[src/rtl/prog_clk_divider.sv]
// Purpose: runtime-programmable clock divider / tick generator (toggle, pulse, fractional).
// Latency: s_clk and tick are registered; they change on the clk edge that sees the terminal event.
// Backpressure: none; en freezes counting, load is a fire-and-forget strobe reported via pending.
module prog_clk_divider #(
    parameter int WIDTH       = 12,
    parameter int DEFAULT_DIV = 2267,
    parameter int FRAC_WIDTH  = 24,
    parameter int DEFAULT_INC = 14797
) (
    input  logic                  clk,
    input  logic                  reset,
    input  logic                  en,
    input  logic [1:0]            mode,
    input  logic                  load,
    input  logic [WIDTH-1:0]      div_in,
    input  logic [FRAC_WIDTH-1:0] inc_in,
    output logic                  s_clk,
    output logic                  tick,
    output logic                  pending
);

    localparam logic [1:0] MODE_PULSE = 2'b01;
    localparam logic [1:0] MODE_FRAC  = 2'b10;

    localparam logic [WIDTH-1:0]      DIV_RST = WIDTH'(DEFAULT_DIV);
    localparam logic [FRAC_WIDTH-1:0] INC_RST = FRAC_WIDTH'(DEFAULT_INC);

    logic [WIDTH-1:0]      cuenta;
    logic [WIDTH-1:0]      div_reg;
    logic [WIDTH-1:0]      shadow_div;
    logic [FRAC_WIDTH-1:0] acc;
    logic [FRAC_WIDTH-1:0] inc_reg;
    logic [FRAC_WIDTH-1:0] shadow_inc;
    logic [1:0]            mode_q;

    logic [FRAC_WIDTH:0]   acc_sum;
    logic                  frac_mode;
    logic                  mode_change;
    logic                  term;
    logic                  apply;

    // Terminal event and reload decision for this edge; mode 11 falls through to toggle behaviour.
    always_comb begin
        acc_sum     = {1'b0, acc} + {1'b0, inc_reg};
        frac_mode   = (mode == MODE_FRAC);
        mode_change = (mode != mode_q);
        term        = 1'b0;
        if (en) begin
            term = frac_mode ? acc_sum[FRAC_WIDTH] : (cuenta == div_reg);
        end
        // A load on this edge supersedes the old shadow, so nothing is applied then.
        // While disabled there is no period in progress to protect, so apply at once.
        apply = pending && !load && !mode_change && (term || !en);
    end

    // Period counter (integer modes) and phase accumulator (fractional mode).
    always_ff @(posedge clk or posedge reset) begin
        if (reset) begin
            cuenta <= '0;
            acc    <= '0;
        end else if (mode_change) begin
            cuenta <= '0;
            acc    <= '0;
        end else if (en) begin
            if (frac_mode) begin
                acc <= acc_sum[FRAC_WIDTH-1:0];
            end else if (term) begin
                cuenta <= '0;
            end else begin
                cuenta <= cuenta + 1'b1;
            end
        end
    end

    // Output strobes: tick marks every terminal event, s_clk toggles or mirrors tick in pulse mode.
    always_ff @(posedge clk or posedge reset) begin
        if (reset) begin
            s_clk <= 1'b0;
            tick  <= 1'b0;
        end else if (mode_change) begin
            s_clk <= 1'b0;
            tick  <= 1'b0;
        end else begin
            tick <= term;
            // In pulse mode s_clk is a registered copy of tick, so it also drops while disabled.
            if (mode == MODE_PULSE) begin
                s_clk <= term;
            end else if (term) begin
                s_clk <= ~s_clk;
            end
        end
    end

    // Shadow capture and period-boundary reload of divisor and increment.
    always_ff @(posedge clk or posedge reset) begin
        if (reset) begin
            mode_q     <= 2'b00;
            div_reg    <= DIV_RST;
            inc_reg    <= INC_RST;
            shadow_div <= DIV_RST;
            shadow_inc <= INC_RST;
            pending    <= 1'b0;
        end else begin
            mode_q <= mode;
            if (load) begin
                shadow_div <= div_in;
                shadow_inc <= inc_in;
                pending    <= 1'b1;
            end else if (apply) begin
                div_reg <= shadow_div;
                inc_reg <= shadow_inc;
                pending <= 1'b0;
            end
        end
    end

endmodule
[config.mk]
export PLATFORM = sky130hd
export DESIGN_NAME = prog_clk_divider
export DESIGN_NICKNAME = d
export VERILOG_FILES = /design/src/rtl/prog_clk_divider.sv
export SDC_FILE = /design/constraint.sdc
export NUM_CORES = 1
export LEC_CHECK = 0
export CAP_MARGIN = 20
export CELL_PAD_IN_SITES_DETAIL_PLACEMENT = 0
export CELL_PAD_IN_SITES_GLOBAL_PLACEMENT = 1
export CORE_ASPECT_RATIO = 1.25
export CORE_MARGIN = 4
export CORE_UTILIZATION = 51
export DETAILED_ROUTE_END_ITERATION = 8
export PLACE_DENSITY_LB_ADDON = 0.1
export SYNTH_ARGS = -nofsm -noshare
export SYNTH_HDL_FRONTEND = slang
export SYNTH_SLANG_ARGS = --single-unit
[constraint.sdc]
create_clock -name clk -period 7.6 [get_ports clk]
set_input_delay 0.76 -clock clk [delete_from_list [all_inputs] [get_ports clk]]
set_output_delay 0.76 -clock clk [all_outputs]
set_load 0.01 [all_outputs]
==> results of run 1 <==
-- path summary, 6_finish.rpt --
path	from	to	slack [ns]	cells after the start
max	inc_reg[0]	div_reg[9]	3.95	11
min	shadow_inc[22]	inc_reg[22]	0.48	1
max reg2reg	inc_reg[0]	div_reg[9]	3.95	11
min reg2reg	shadow_inc[22]	inc_reg[22]	0.48	1
max in group asynchronous	reset	inc_reg[16]	5.54	3
min in group asynchronous	reset	cuenta[5]	0.77	2
-- per-layer routing --
layer	part of all wire [%]	global-route usage [%]
met1	44	25.2
met2	51	31.7
met5	0	0
met3	3.1	4.79
met4	1.4	8.54
-- layout by cell type (no fill, tap or decap), drive strengths merged, types with 6 or more instances in the layout --
| cell | netlist | layout |
|---|---|---|
| a21oi | 32 | 32 |
| o31ai | 7 | 7 |
| nand3 | 10 | 10 |
| o21ai | 16 | 16 |
| nor2 | 21 | 21 |
| clkdlybuf4s50 | 0 | 43 |
| nand2 | 25 | 25 |
| mux2 | 72 | 72 |
| ha | 25 | 25 |
| buf | 6 | 7 |
| xnor2 | 19 | 19 |
| nand4 | 7 | 7 |
| inv | 25 | 29 |
| clkinv | 0 | 6 |
| clkbuf | 10 | 20 |
| dfstp | 32 | 32 |
| a22o | 13 | 13 |
| nor3 | 10 | 10 |
| o211ai | 7 | 7 |
| dfrtp | 81 | 81 |
| xor2 | 18 | 18 |
-- cell type report --
type,count,area [um^2]
clock buffer,20,500
multi-input combinational,341,2720
inverter,25,96.3
fill,890,4160
sequential,113,2870
tap,135,169
timing repair buffer,50,478
clock inverter,12,93.8
-- stage by stage --
step	hold slack [ns]	instances	util, %
final	0.480	696	62.5
after global routing	0.504	696	62.5
after CTS	0.486	695	62.4
after detailed placement	0.477	663	57.0
after global placement	0.470	663	57.0
after floorplan	0.450	495	-
-- power by group --
| part | switching (mW) | internal [mW] |
|---|---|---|
| sequential | 0.0937 | 0.778 |
| clock | 0.296 | 0.479 |
| combinational | 0.383 | 0.325 |
| total | 0.773 | 1.58 |
-- cell families (layout without fill, tap and decap cells) --
group	count (synthesis)	count (layout)	share of synthesized area (%)
AO/OA/AOI/OAI	114	114	13.9
XOR/XNOR	37	37	5.63
adder cells (fa/ha/maj)	26	26	5.78
buffers and inverters	41	107	3.09
flip-flops	113	113	49.8
multiplexers	72	72	14.1
AND/OR/NAND/NOR	92	92	7.76
-- worst register-to-register path: stages (launching register included) --
cell	delay, ns
dfstp_2	0.52
ha_1	0.18
inv_1	0.06
fa_1	0.39
nand2b_1	0.20
a211oi_1	0.34
o21ai_1	0.17
a21oi_1	0.33
a21oi_2	0.22
a2111oi_4	0.40
buf_4	0.35
mux2_2	0.38
==> run_results.csv, run 1 <==
group,metric,value,unit
clocking,cts.sinks,113,
placed_design,dp_slack,3.89,ns
synth,synth-edff-count,0,
grt,grt_use_total,19.7,%
sta,rsz0062_at_grt,"no",
detailed_routing,routed_wl,11800,um
placed_design,port_buffers,44,
layout,nets,616,
power_and_ir_drop,power.density,340,nW/um^2
sta,fin_tns_setup,0,ns
die,die_h,127,um
clocking,htreeDepth,4,
sta,fin_crit_sh,48.1,%
synth,synth_warnings,0,
worst_hold_path,min_path_type,"flop to flop",
run,max-cap-violations,0,
synth,synth_commonest_cells,"dfrtp_1 (81), mux2_2 (42), dfstp_2 (32)",
critical_path,slowest_stage,"dfstp_2",
synth,synth-seq-area-share,49.8,%
grt,antenna_found_initial,0,
sta,worstMarginPinSlew,0.942,ns
synth,syn-num-nets,563,
grt,grt_max_degree,69,
sta,max_slew_margin,37.2,%
synth,synth.avg_cell_area,11.6,um^2
critical_path,cp-start-kind,"flop",
placed_design,place.gp.congestion,0.848,
clocking,postCtsSetupRepairBufs,0,
detailed_routing,vias_per_cell,5.70,
die,fp.dieW,103,um
critical_path,cp_max_fo,20,
critical_path,critPathCaptureType,"flop",
layout,n_antenna_cell,0,
critical_path,critPathTopFamily,"compound AO/OA/AOI/OAI gates",
synth,ys_ff_latch,113,
critical_path,crit_type,"flop to flop",
power_and_ir_drop,power_leakage,2.92,nW
power_and_ir_drop,finalPower,2.35,mW
sta,setup_slack,3.95,ns
sta,hold_viol,0,
critical_path,critPathBufInv,2,
layout,drive_gt1_share,21.4,%
grt,grt_overflow,0,
detailed_routing,firstDrtPassIters,4,
critical_path,crit_arrival,3.95,ns
clocking,cts-resized-gates,0,
layout,area_growth,20.2,%
die,initial_core_util,52.0,%
detailed_routing,drc,0,
sta,maxSlewViolCount,0,
sta,fin_skew,0.0121,ns
clocking,clkTransAtPathRegs,0.06,ns
critical_path,cpPeakStageDelay,0.52,ns
synth,syn_inst,495,
clocking,cts_buffer_depth,2,
clocking,clock_latency,0.41,ns
synth,synth_cell_types,53,
detailed_routing,drt-wirelength-per-cell,17.0,um
clocking,cts_made_buffers,17,
sta,setup_viol,0,
die,ios,45,
placed_design,place_area,6320,um^2
clocking,clock-root-buffer,"clkbuf_16",
power_and_ir_drop,peakVddDrop,0.149,mV
synth,synth.area.top_cells,"dfrtp_1 (35%), dfstp_2 (15%), mux2_2 (8.2%)",
critical_path,cp_cell_sequence,"ha_1 > inv_1 > fa_1 > nand2b_1 > a211oi_1 > o21ai_1 > a21oi_1 > a21oi_2 > a2111oi_4 > buf_4 > mux2_2",
detailed_routing,drt_iter0_drc,112,
status,status,"finished clean",
sta,fmax,274,MHz
layout,fin_area,6920,um^2
clocking,cts_tree,"built",
die,dieArea,13100,um^2
critical_path,required,7.89,ns
synth,async_reset_ff_share,100,%
sta,min_period,3.65,ns
grt,grt_pass1_vias,4163,
placed_design,dp_hpwl,8080,um
detailed_routing,vias,3966,
clocking,hold_buffers,0,
synth,synthFlopType,"dfrtp_1",
die,rows,43,
detailed_routing,antenna_left,0,
synth,synth.largest_area_cell,"dfrtp_1",
synth,synthMostInstantiatedCell,"dfrtp_1",
die,coreArea,11100,um^2
synth,yosysTopAreaCellShare,35.2,%
grt,grt_pass1_wl,20100,um
synth,netlist_area,5760,um^2
No activity file was read; power rests on OpenSTA's default activity.
==> inputs of run 2 (changes only) <==
--- a/config.mk
+++ b/config.mk
@@ -10,7 +10,7 @@
 export CELL_PAD_IN_SITES_GLOBAL_PLACEMENT = 1
 export CORE_ASPECT_RATIO = 1.25
 export CORE_MARGIN = 4
-export CORE_UTILIZATION = 51
+export CORE_UTILIZATION = 43
 export DETAILED_ROUTE_END_ITERATION = 8
 export PLACE_DENSITY_LB_ADDON = 0.1
 export SYNTH_ARGS = -nofsm -noshare
==> constraint.sdc (replaced) <==
create_clock -name clk -period 3.1 [get_ports clk]
set_input_delay 0.31 -clock clk [delete_from_list [all_inputs] [get_ports clk]]
set_output_delay 0.31 -clock clk [all_outputs]
set_load 0.01 [all_outputs]
==> run 2 against run 1 <==
  * Cell area is 3.3% higher
  * Maximum frequency up 19%
  * Wire length grew 2.6%
  * Total power increased to 2.5 times the previous value
  * Die area up 17%
  * Global-route usage decreased by 2.9 points
  * Critical path depth is the same
  * Core utilization decreased by 8.2 points
  * Cell count increased by 6.2%
==> run_results.csv, run 2 (synthesis results as in run 1) <==
group,metric,value,unit
critical_path,reg2reg_slack,0.02,ns
critical_path,crit_arrival,3.37,ns
power_and_ir_drop,finalPower,5.98,mW
sta,maxSlewViolCount,0,
detailed_routing,routed_wl,12100,um
grt,grt_use_total,16.9,%
placed_design,port_buffers,44,
sta,fmax,325,MHz
critical_path,cp-start-kind,"flop",
critical_path,cp_max_fo,14,
clocking,cts_made_buffers,17,
sta,worstMarginPinSlew,0.982,ns
layout,n_antenna_cell,0,
critical_path,r2r-start,"inc_reg[0]",
grt,antenna_found_initial,0,
critical_path,r2r_cells,11,
detailed_routing,vias_per_cell,5.35,
detailed_routing,antenna_left,0,
layout,nets,623,
critical_path,critPathCaptureType,"flop",
sta,max_slew_margin,34.5,%
layout,mostFrequentLayoutCells,"dfrtp_1 (81), clkdlybuf4s50_1 (43), mux2_2 (41)",
clocking,clkTransAtPathRegs,0.05,ns
critical_path,reg2reg_to,"div_reg[8]",
power_and_ir_drop,power.density,837,nW/um^2
sta,rsz0062_at_grt,"yes",
detailed_routing,drt-wirelength-per-cell,16.4,um
die,rows,47,
die,fp.dieW,112,um
sta,fin_skew,0.00671,ns
sta,fin_hold_ws,0.419,ns
grt,grt_overflow,0,
grt,grt_pass1_wl,20500,um
clocking,clock_latency,0.41,ns
clocking,postCtsSetupRepairBufs,0,
layout,fillers,1186,
placed_design,place.gp.congestion,0.859,
clocking,cts.sinks,113,
die,dieArea,15300,um^2
die,coreArea,13200,um^2
detailed_routing,vias,3950,
layout,final_common_cell,"dfrtp_1",
clocking,cts_buffer_depth,2,
run,max-cap-violations,0,
detailed_routing,drc,0,
critical_path,required,3.40,ns
die,initial_core_util,43.7,%
detailed_routing,firstDrtPassIters,4,
layout,area_growth,24.1,%
sta,fin_crit_sh,99.2,%
sta,fin_tns_setup,0,ns
placed_design,dp_hpwl,8430,um
power_and_ir_drop,power_leakage,2.99,nW
status,status,"finished clean",
power_and_ir_drop,peakVddDrop,0.607,mV
sta,hold_viol,0,
clocking,clock-root-buffer,"clkbuf_16",
die,ios,45,
clocking,htreeDepth,4,
sta,setup_viol,0,
clocking,cts_tree,"built",
grt,grt_max_degree,114,
layout,drive_gt1_share,24.5,%
sta,min_period,3.08,ns
detailed_routing,drt_iter0_drc,124,
critical_path,crit_type,"flop to flop",
grt,grt_pass1_vias,4226,
die,die_h,137,um
worst_hold_path,min_path_type,"primary input to async pin",
## run 2: cell count changes in the layout (fill, tap and decap cells not counted), moves of 2 or more
cell        delta
mux2_4         +7
mux2_1         -6
buf_4          +4
bufinv_16      +4
buf_6          +3
clkbuf_16      -3
clkinv_2       +3
clkinv_4       -3
inv_4          -3
clkinvlp_4     +2
## run 2: timing repair
item                                    in CTS  in global routing
resized for setup                            0                  7
endpoints found under the setup margin       0                 29
hold buffers                                 0                  0
## run 2: cell type report
cell class | count | area, um^2 | area share, %
clock buffer | 18 | 429 | 6.00
clock inverter | 14 | 189 | 2.64
inverter | 25 | 97.6 | 1.37
multi-input combinational | 341 | 2790 | 39.1
sequential | 113 | 2870 | 40.1
tap | 171 | 214 | 2.99
timing repair buffer | 57 | 557 | 7.79
## run 2: worst max-delay path by stage
stage,depth (start not counted),startpoint,slack [ns],end
after floorplan,11,inc_reg[0],-0.06,div_reg[2]
after global placement,11,inc_reg[0],0.06,inc_reg[23]
after detailed placement,11,inc_reg[0],-0.002,div_reg[8]
after CTS,11,inc_reg[0],0.0008,div_reg[8]
after global routing,11,inc_reg[0],-0.07,div_reg[5]
final,11,inc_reg[0],0.02,div_reg[8]
## run 2: worst max-delay path, cell delays in order (launching register included)
cell	delay, ns
dfstp_2	0.55
ha_4	0.14
inv_2	0.04
fa_2	0.34
nand2b_4	0.17
a211oi_4	0.28
o21ai_2	0.12
a21oi_2	0.23
a21oi_4	0.09
a2111oi_4	0.41
buf_6	0.25
mux2_2	0.35
## run 2: routing by layer
metal | GRT usage, % | part of all wire, %
met5 | 0 | 0
met3 | 4.48 | 3.0
met4 | 6.63 | 1.6
met2 | 29.4 | 51
met1 | 20.0 | 44
## run 2: per-stage QoR
| stage | std cells | instance area [um^2] | utilization, % | worst slack [ns] |
|---|---|---|---|---|
| 6_report | 739 | 7150 | 54.3 | 0.0237 |
| 4_1_cts | 739 | 7120 | 54.1 | 0.000817 |
| 5_1_grt | 739 | 7150 | 54.3 | -0.0702 |
| 3_5_place_dp | 707 | 6500 | 49.4 | -0.00196 |
| 2_1_floorplan | 495 | 5820 | - | -0.0610 |
| 3_3_place_gp | 707 | 6500 | 49.4 | 0.0586 |
## run 2: power by group
part / internal [mW] / switching, mW
sequential: 1.91 / 0.231
clock: 1.34 / 0.687
combinational: 0.851 / 0.964
total: 4.10 / 1.88
==> inputs of run 3 (changes only) <==
--- a/config.mk
+++ b/config.mk
@@ -10,7 +10,7 @@
 export CELL_PAD_IN_SITES_GLOBAL_PLACEMENT = 1
 export CORE_ASPECT_RATIO = 1.25
 export CORE_MARGIN = 4
-export CORE_UTILIZATION = 43
+export CORE_UTILIZATION = 51
 export DETAILED_ROUTE_END_ITERATION = 8
 export PLACE_DENSITY_LB_ADDON = 0.1
 export SYNTH_ARGS = -nofsm -noshare
==> constraint.sdc (replaced) <==
create_clock -name clk -period 3.9 [get_ports clk]
set_input_delay 0.39 -clock clk [delete_from_list [all_inputs] [get_ports clk]]
set_output_delay 0.39 -clock clk [all_outputs]
set_load 0.01 [all_outputs]
==> run 3 against run 2 <==
  * Wire length shrank 3.7%
  * Worst setup slack gained 0.33 ns
  * Register-to-register slack gained 0.33 ns
  * Clock skew grew 0.0016 ns
  * Maximum frequency shrank 13%
  * Clock-buffer cell count grew 2
  * First-iteration DRC count grew 0.81%
  * Die area shrank 15%
==> run_results.csv, run 3 (synthesis results as in run 1) <==
group,metric,value,unit
die,coreArea,11100,um^2
grt,grt_overflow,0,
critical_path,r2r_cells,11,
grt,grt_pass1_vias,4177,
sta,hold_viol,0,
worst_hold_path,min_path_type,"flop to flop",
sta,min_period,3.55,ns
die,ios,45,
layout,final_cells,699,
placed_design,port_buffers,44,
placed_design,place_inst,667,
clocking,postCtsSetupRepairBufs,0,
sta,fin_hold_ws,0.485,ns
detailed_routing,vias,3974,
critical_path,cp-start-kind,"flop",
layout,multi_input_area,2720,um^2
layout,n_antenna_cell,0,
status,status,"finished clean",
power_and_ir_drop,peakVddDrop,0.306,mV
die,fp.dieW,103,um
layout,seqCellArea,2870,um^2
power_and_ir_drop,power_leakage,2.93,nW
layout,fillers,886,
clocking,clkTransAtPathRegs,0.05,ns
sta,fin_tns_setup,0,ns
detailed_routing,firstDrtPassIters,4,
detailed_routing,drc,0,
worst_hold_path,hold_depth,2,
clocking,cts_buffer_depth,2,
detailed_routing,vias_per_cell,5.69,
power_and_ir_drop,power.density,656,nW/um^2
power_and_ir_drop,pwr-share-clk,32.5,%
layout,drive_gt1_share,22.0,%
critical_path,critPathCaptureType,"flop",
power_and_ir_drop,cellInternalPower,3.10,mW
power_and_ir_drop,pwr-share-seq,37.1,%
die,dieArea,13100,um^2
critical_path,crit_arrival,3.83,ns
die,die_h,127,um
power_and_ir_drop,switching_share,32.1,%
critical_path,cp_max_fo,11,
power_and_ir_drop,finalPower,4.57,mW
sta,worstMarginPinSlew,0.944,ns
clocking,clock-root-buffer,"clkbuf_16",
layout,mostFrequentLayoutCells,"dfrtp_1 (81), clkdlybuf4s50_1 (43), mux2_2 (42)",
detailed_routing,drt-wirelength-per-cell,16.7,um
layout,fin_area,6970,um^2
critical_path,required,4.18,ns
power_and_ir_drop,p_switching,1.47,mW
clocking,cts_made_buffers,17,
layout,area_growth,21.0,%
sta,fin_crit_sh,91.1,%
clocking,htreeDepth,4,
clocking,cts_tree,"built",
die,rows,43,
detailed_routing,routed_wl,11700,um
grt,antenna_found_initial,0,
sta,rsz0062_at_grt,"no",
critical_path,crit_type,"flop to flop",
power_and_ir_drop,p_comb_share,30.4,%
sta,maxSlewViolCount,0,
detailed_routing,drt_iter0_drc,125,
layout,nets,619,
layout,final_common_cell,"dfrtp_1",
sta,setup_viol,0,
grt,grt_use_total,19.8,%
grt,grt_max_degree,71,
detailed_routing,antenna_left,0,
placed_design,place.gp.congestion,0.837,
clocking,clock_latency,0.40,ns
sta,fin_skew,0.00835,ns
placed_design,dp_hpwl,8130,um
sta,max_slew_margin,37.1,%
run,max-cap-violations,0,
clocking,cts.sinks,113,
placed_design,place_area,6380,um^2
sta,fmax,282,MHz
die,initial_core_util,52.0,%
grt,grt_pass1_wl,20400,um
-- run 3: cell count changes in the layout (fill, tap and decap cells not counted), moves of 2 or more --
cell       before  now
mux2_4          7    0
bufinv_16       4    1
buf_6           3    0
mux2_1         24   30
clkbuf_8        0    2
buf_4           9    7
-- run 3: final timing paths --
check | slack, ns | end | from
setup / recovery | 0.35 | inc_reg[18] | inc_reg[0]
hold / removal | 0.49 | acc[10] | acc[10]
setup reg to reg | 0.35 | inc_reg[18] | inc_reg[0]
hold reg to reg | 0.49 | acc[10] | acc[10]
max in group asynchronous | 2.56 | shadow_inc[12] | reset
min in group asynchronous | 0.54 | cuenta[11] | reset
-- run 3: through the flow --
step | util, % | setup WS, ns
after CTS | 62.8 | 0.216
after detailed placement | 57.5 | 0.257
final | 62.9 | 0.349
after global routing | 62.9 | 0.0573
after floorplan | - | 0.471
after global placement | 57.5 | 0.374
-- run 3: power groups by stage --
stage          Combinational, mW  Clock, mW  Sequential [mW]
6_report                    1.39       1.49             1.70
5_1_grt                     1.58       1.58             1.73
4_1_cts                     1.39       1.52             1.71
3_5_place_dp                1.38          0             1.72
3_3_place_gp                1.34          0             1.71
2_1_floorplan               1.10          0             1.64
-- run 3: timing repair --
item | 4_1_cts | 5_1_grt
hold buffers | 0 | 0
setup endpoints to repair | 0 | 26
resized for setup | 0 | 1
-- run 3: routing by layer --
layer | part of all wire, % | track usage [%]
met5 | 0 | 0
met3 | 3.5 | 4.57
met2 | 52 | 33.2
met1 | 44 | 25.2
met4 | 1.4 | 5.79
-- run 3: worst max-delay path: stages (launching register included) --
cell	delay, ns
dfstp_2	0.53
ha_1	0.19
inv_1	0.06
fa_1	0.39
nand2b_1	0.21
a211oi_2	0.26
o21ai_1	0.15
a21oi_1	0.30
a21oi_2	0.21
a2111oi_4	0.48
buf_4	0.28
mux2_1	0.34
-- run 3: cell type report --
cell class,instances,area share (%)
Sequential cell,113,41.2
Multi-Input combinational cell,341,39.1
Timing Repair Buffer,53,7.58
Clock buffer,20,6.86
Tap cell,135,2.42
Clock inverter,12,1.53
Inverter,25,1.38
==> RTL edit, RTL diff (config.mk and constraints of run 3) <==
Put one more register stage on the output `tick`, with the module's reset. The value now appears one clock later. The other outputs are not delayed to match. Comments in the files are not updated.
--- a/src/rtl/prog_clk_divider.sv
+++ b/src/rtl/prog_clk_divider.sv
@@ -26,2 +26,4 @@
     localparam logic [FRAC_WIDTH-1:0] INC_RST = FRAC_WIDTH'(DEFAULT_INC);
+
+    logic tick_s0;
 
@@ -78,8 +80,8 @@
             s_clk <= 1'b0;
-            tick  <= 1'b0;
+            tick_s0 <= 1'b0;
         end else if (mode_change) begin
             s_clk <= 1'b0;
-            tick  <= 1'b0;
+            tick_s0 <= 1'b0;
         end else begin
-            tick <= term;
+            tick_s0 <= term;
             // In pulse mode s_clk is a registered copy of tick, so it also drops while disabled.
@@ -116,2 +118,10 @@
 
+    always_ff @(posedge clk or posedge reset) begin
+        if (reset) begin
+            tick <= '0;
+        end else begin
+            tick <= tick_s0;
+        end
+    end
+
 endmodule
Function: changed (Yosys sat finds a counterexample within 4 cycles, from zero or initial values and one cycle with reset high).
==> RTL edit against run 3 <==
Design area increased by 0.63%. Hold slack got worse by 0.14 ns. Synthesized area increased by 0.43%. Sequential cell count increased by 1. Routed wire length decreased by 1.2%. Worst setup slack got worse by 0.0039 ns. Power increased by 2.8%. Critical path depth unchanged. Largest power group unchanged.
==> RTL edit: results (changes against run 3) <==
- Status: finished clean
- First-pass GRT wire length: 19.3 mm (-5.2%)
- Setup slack, reg-to-reg: 0.35 ns
- Initial antenna violation count: 0 (unchanged)
- Clk_skew: 0.0144 ns (+0.00600 ns)
- Vias per inst: 5.69 (about the same)
- Synth Area in Compound Gates: 0.138 (-0.000600)
- Net count after synthesis: 564 (+0.18%)
- Post-synthesis adder-cell area fraction: 0.0576 (-0.000250)
- Leakage dissipation: 2.96 nW (+0.97%)
- Biggest cell delay along the critical path: 0.52 ns
- Cell variety after synth: 53 (unchanged)
- Worst setup endpoint: div_reg[10]
- Layout cells sized above 1: 0.217 (-0.00316)
- GRT Overall Usage: 0.190 (-0.00746)
- Hold-critical path depth: 0 (-2)
- Setup Buffers After CTS: 0 (unchanged)
- Ys flop type: dfrtp_1
- Number of global-route vias before repair: 4,006 (-4.1%)
- Share of power burned in registers: 0.362 (-0.009)
- Post_cts resized: 0 (unchanged)
- Root Buffer: clkbuf_16
- Cell family with most CP delay: compound AO/OA/AOI/OAI gates
- Nets@finish: 618 (-0.16%)
- Peak VDD IR: 0.326 mV (+6.4%)
- Seq/Total Area, Yosys: 0.500 (+0.00217)
- Mux share of post-synthesis cell area: 0.140 (-0.000609)
- Synth top area cells: dfrtp_1 35%, dfstp_2 15%, mux2_2 8.2%
- Post-synthesis xor/xnor area fraction: 0.0560 (-0.000244)
- Max-slew violation count: 0 (unchanged)
- Yosys warning count: 0 (unchanged)
- Main combinational cell family by area after synthesis: multiplexers
- Worst-Skew Late Latency: 0.42 ns (+0.02 ns)
- Post-synth top cells: 82 x dfrtp_1, 42 x mux2_2, 32 x dfstp_2
- Worst Hold End: tick
- DRT iter0 DRCs: 138 (+10%)
- R2R depth: 11 (unchanged)
- Largest net degree at the start of global routing: 60 (-15%)
- Critical hold path startpoint: tick_s0
- Ant diodes: 0 (unchanged)
- H-tree depth: 4 (unchanged)
- Slew HR: 0.325 (-0.0461)
- CP Max Fanout: 22 (+11)
- Sw power: 0.00149 W (+1.3%)
- Clk buf depth: 2 (unchanged)
- Port Buffer Count: 44 (unchanged)
- Pre-antenna DRT Iters: 4 (unchanged)
- CP Class: register to register
- HPWL after DPL: 7.97 mm (-2.0%)
- Routability cong.: 0.849 (+1.4%)
- Clock power share: 0.345 (+0.020)
- Switching Share: 0.317 (-0.00449)
- Post-Route WL: 11.5 mm (-1.2%)
[RTL edit: changes by cell type after synthesis]
cell | before | now
dfrtp_1 | 81 | 82
[RTL edit: layer usage]
layer / GRT usage / vias to the layer above / wire (um)
met4: 0.0793 / 0 / 176
met5: 0 / - / 0
li1: - / 1923 / -
met3: 0.0426 / 12 / 384
met2: 0.317 / 57 / 5900
met1: 0.236 / 1979 / 5080
[RTL edit: through the flow]
step,hold slack (ns),cell area [um2],worst slack [ns],util,cells
finish,0.348,7010,0.345,0.633,698
global route,0.356,7010,0.114,0.633,698
CTS,0.349,7000,0.150,0.632,698
detailed placement,0.335,6370,0.162,0.575,666
global placement,0.337,6370,0.274,0.575,666
floorplan,0.331,5780,0.471,-,496
[RTL edit: final cells by class]
class / instances / area, um2
Inverter: 25 / 96.3
Clock buffer: 18 / 450
Timing Repair Buffer: 51 / 504
Fill cell: 871 / 4070
Clock inverter: 14 / 178
Multi-Input combinational cell: 341 / 2720
Sequential cell: 114 / 2890
Tap cell: 135 / 169
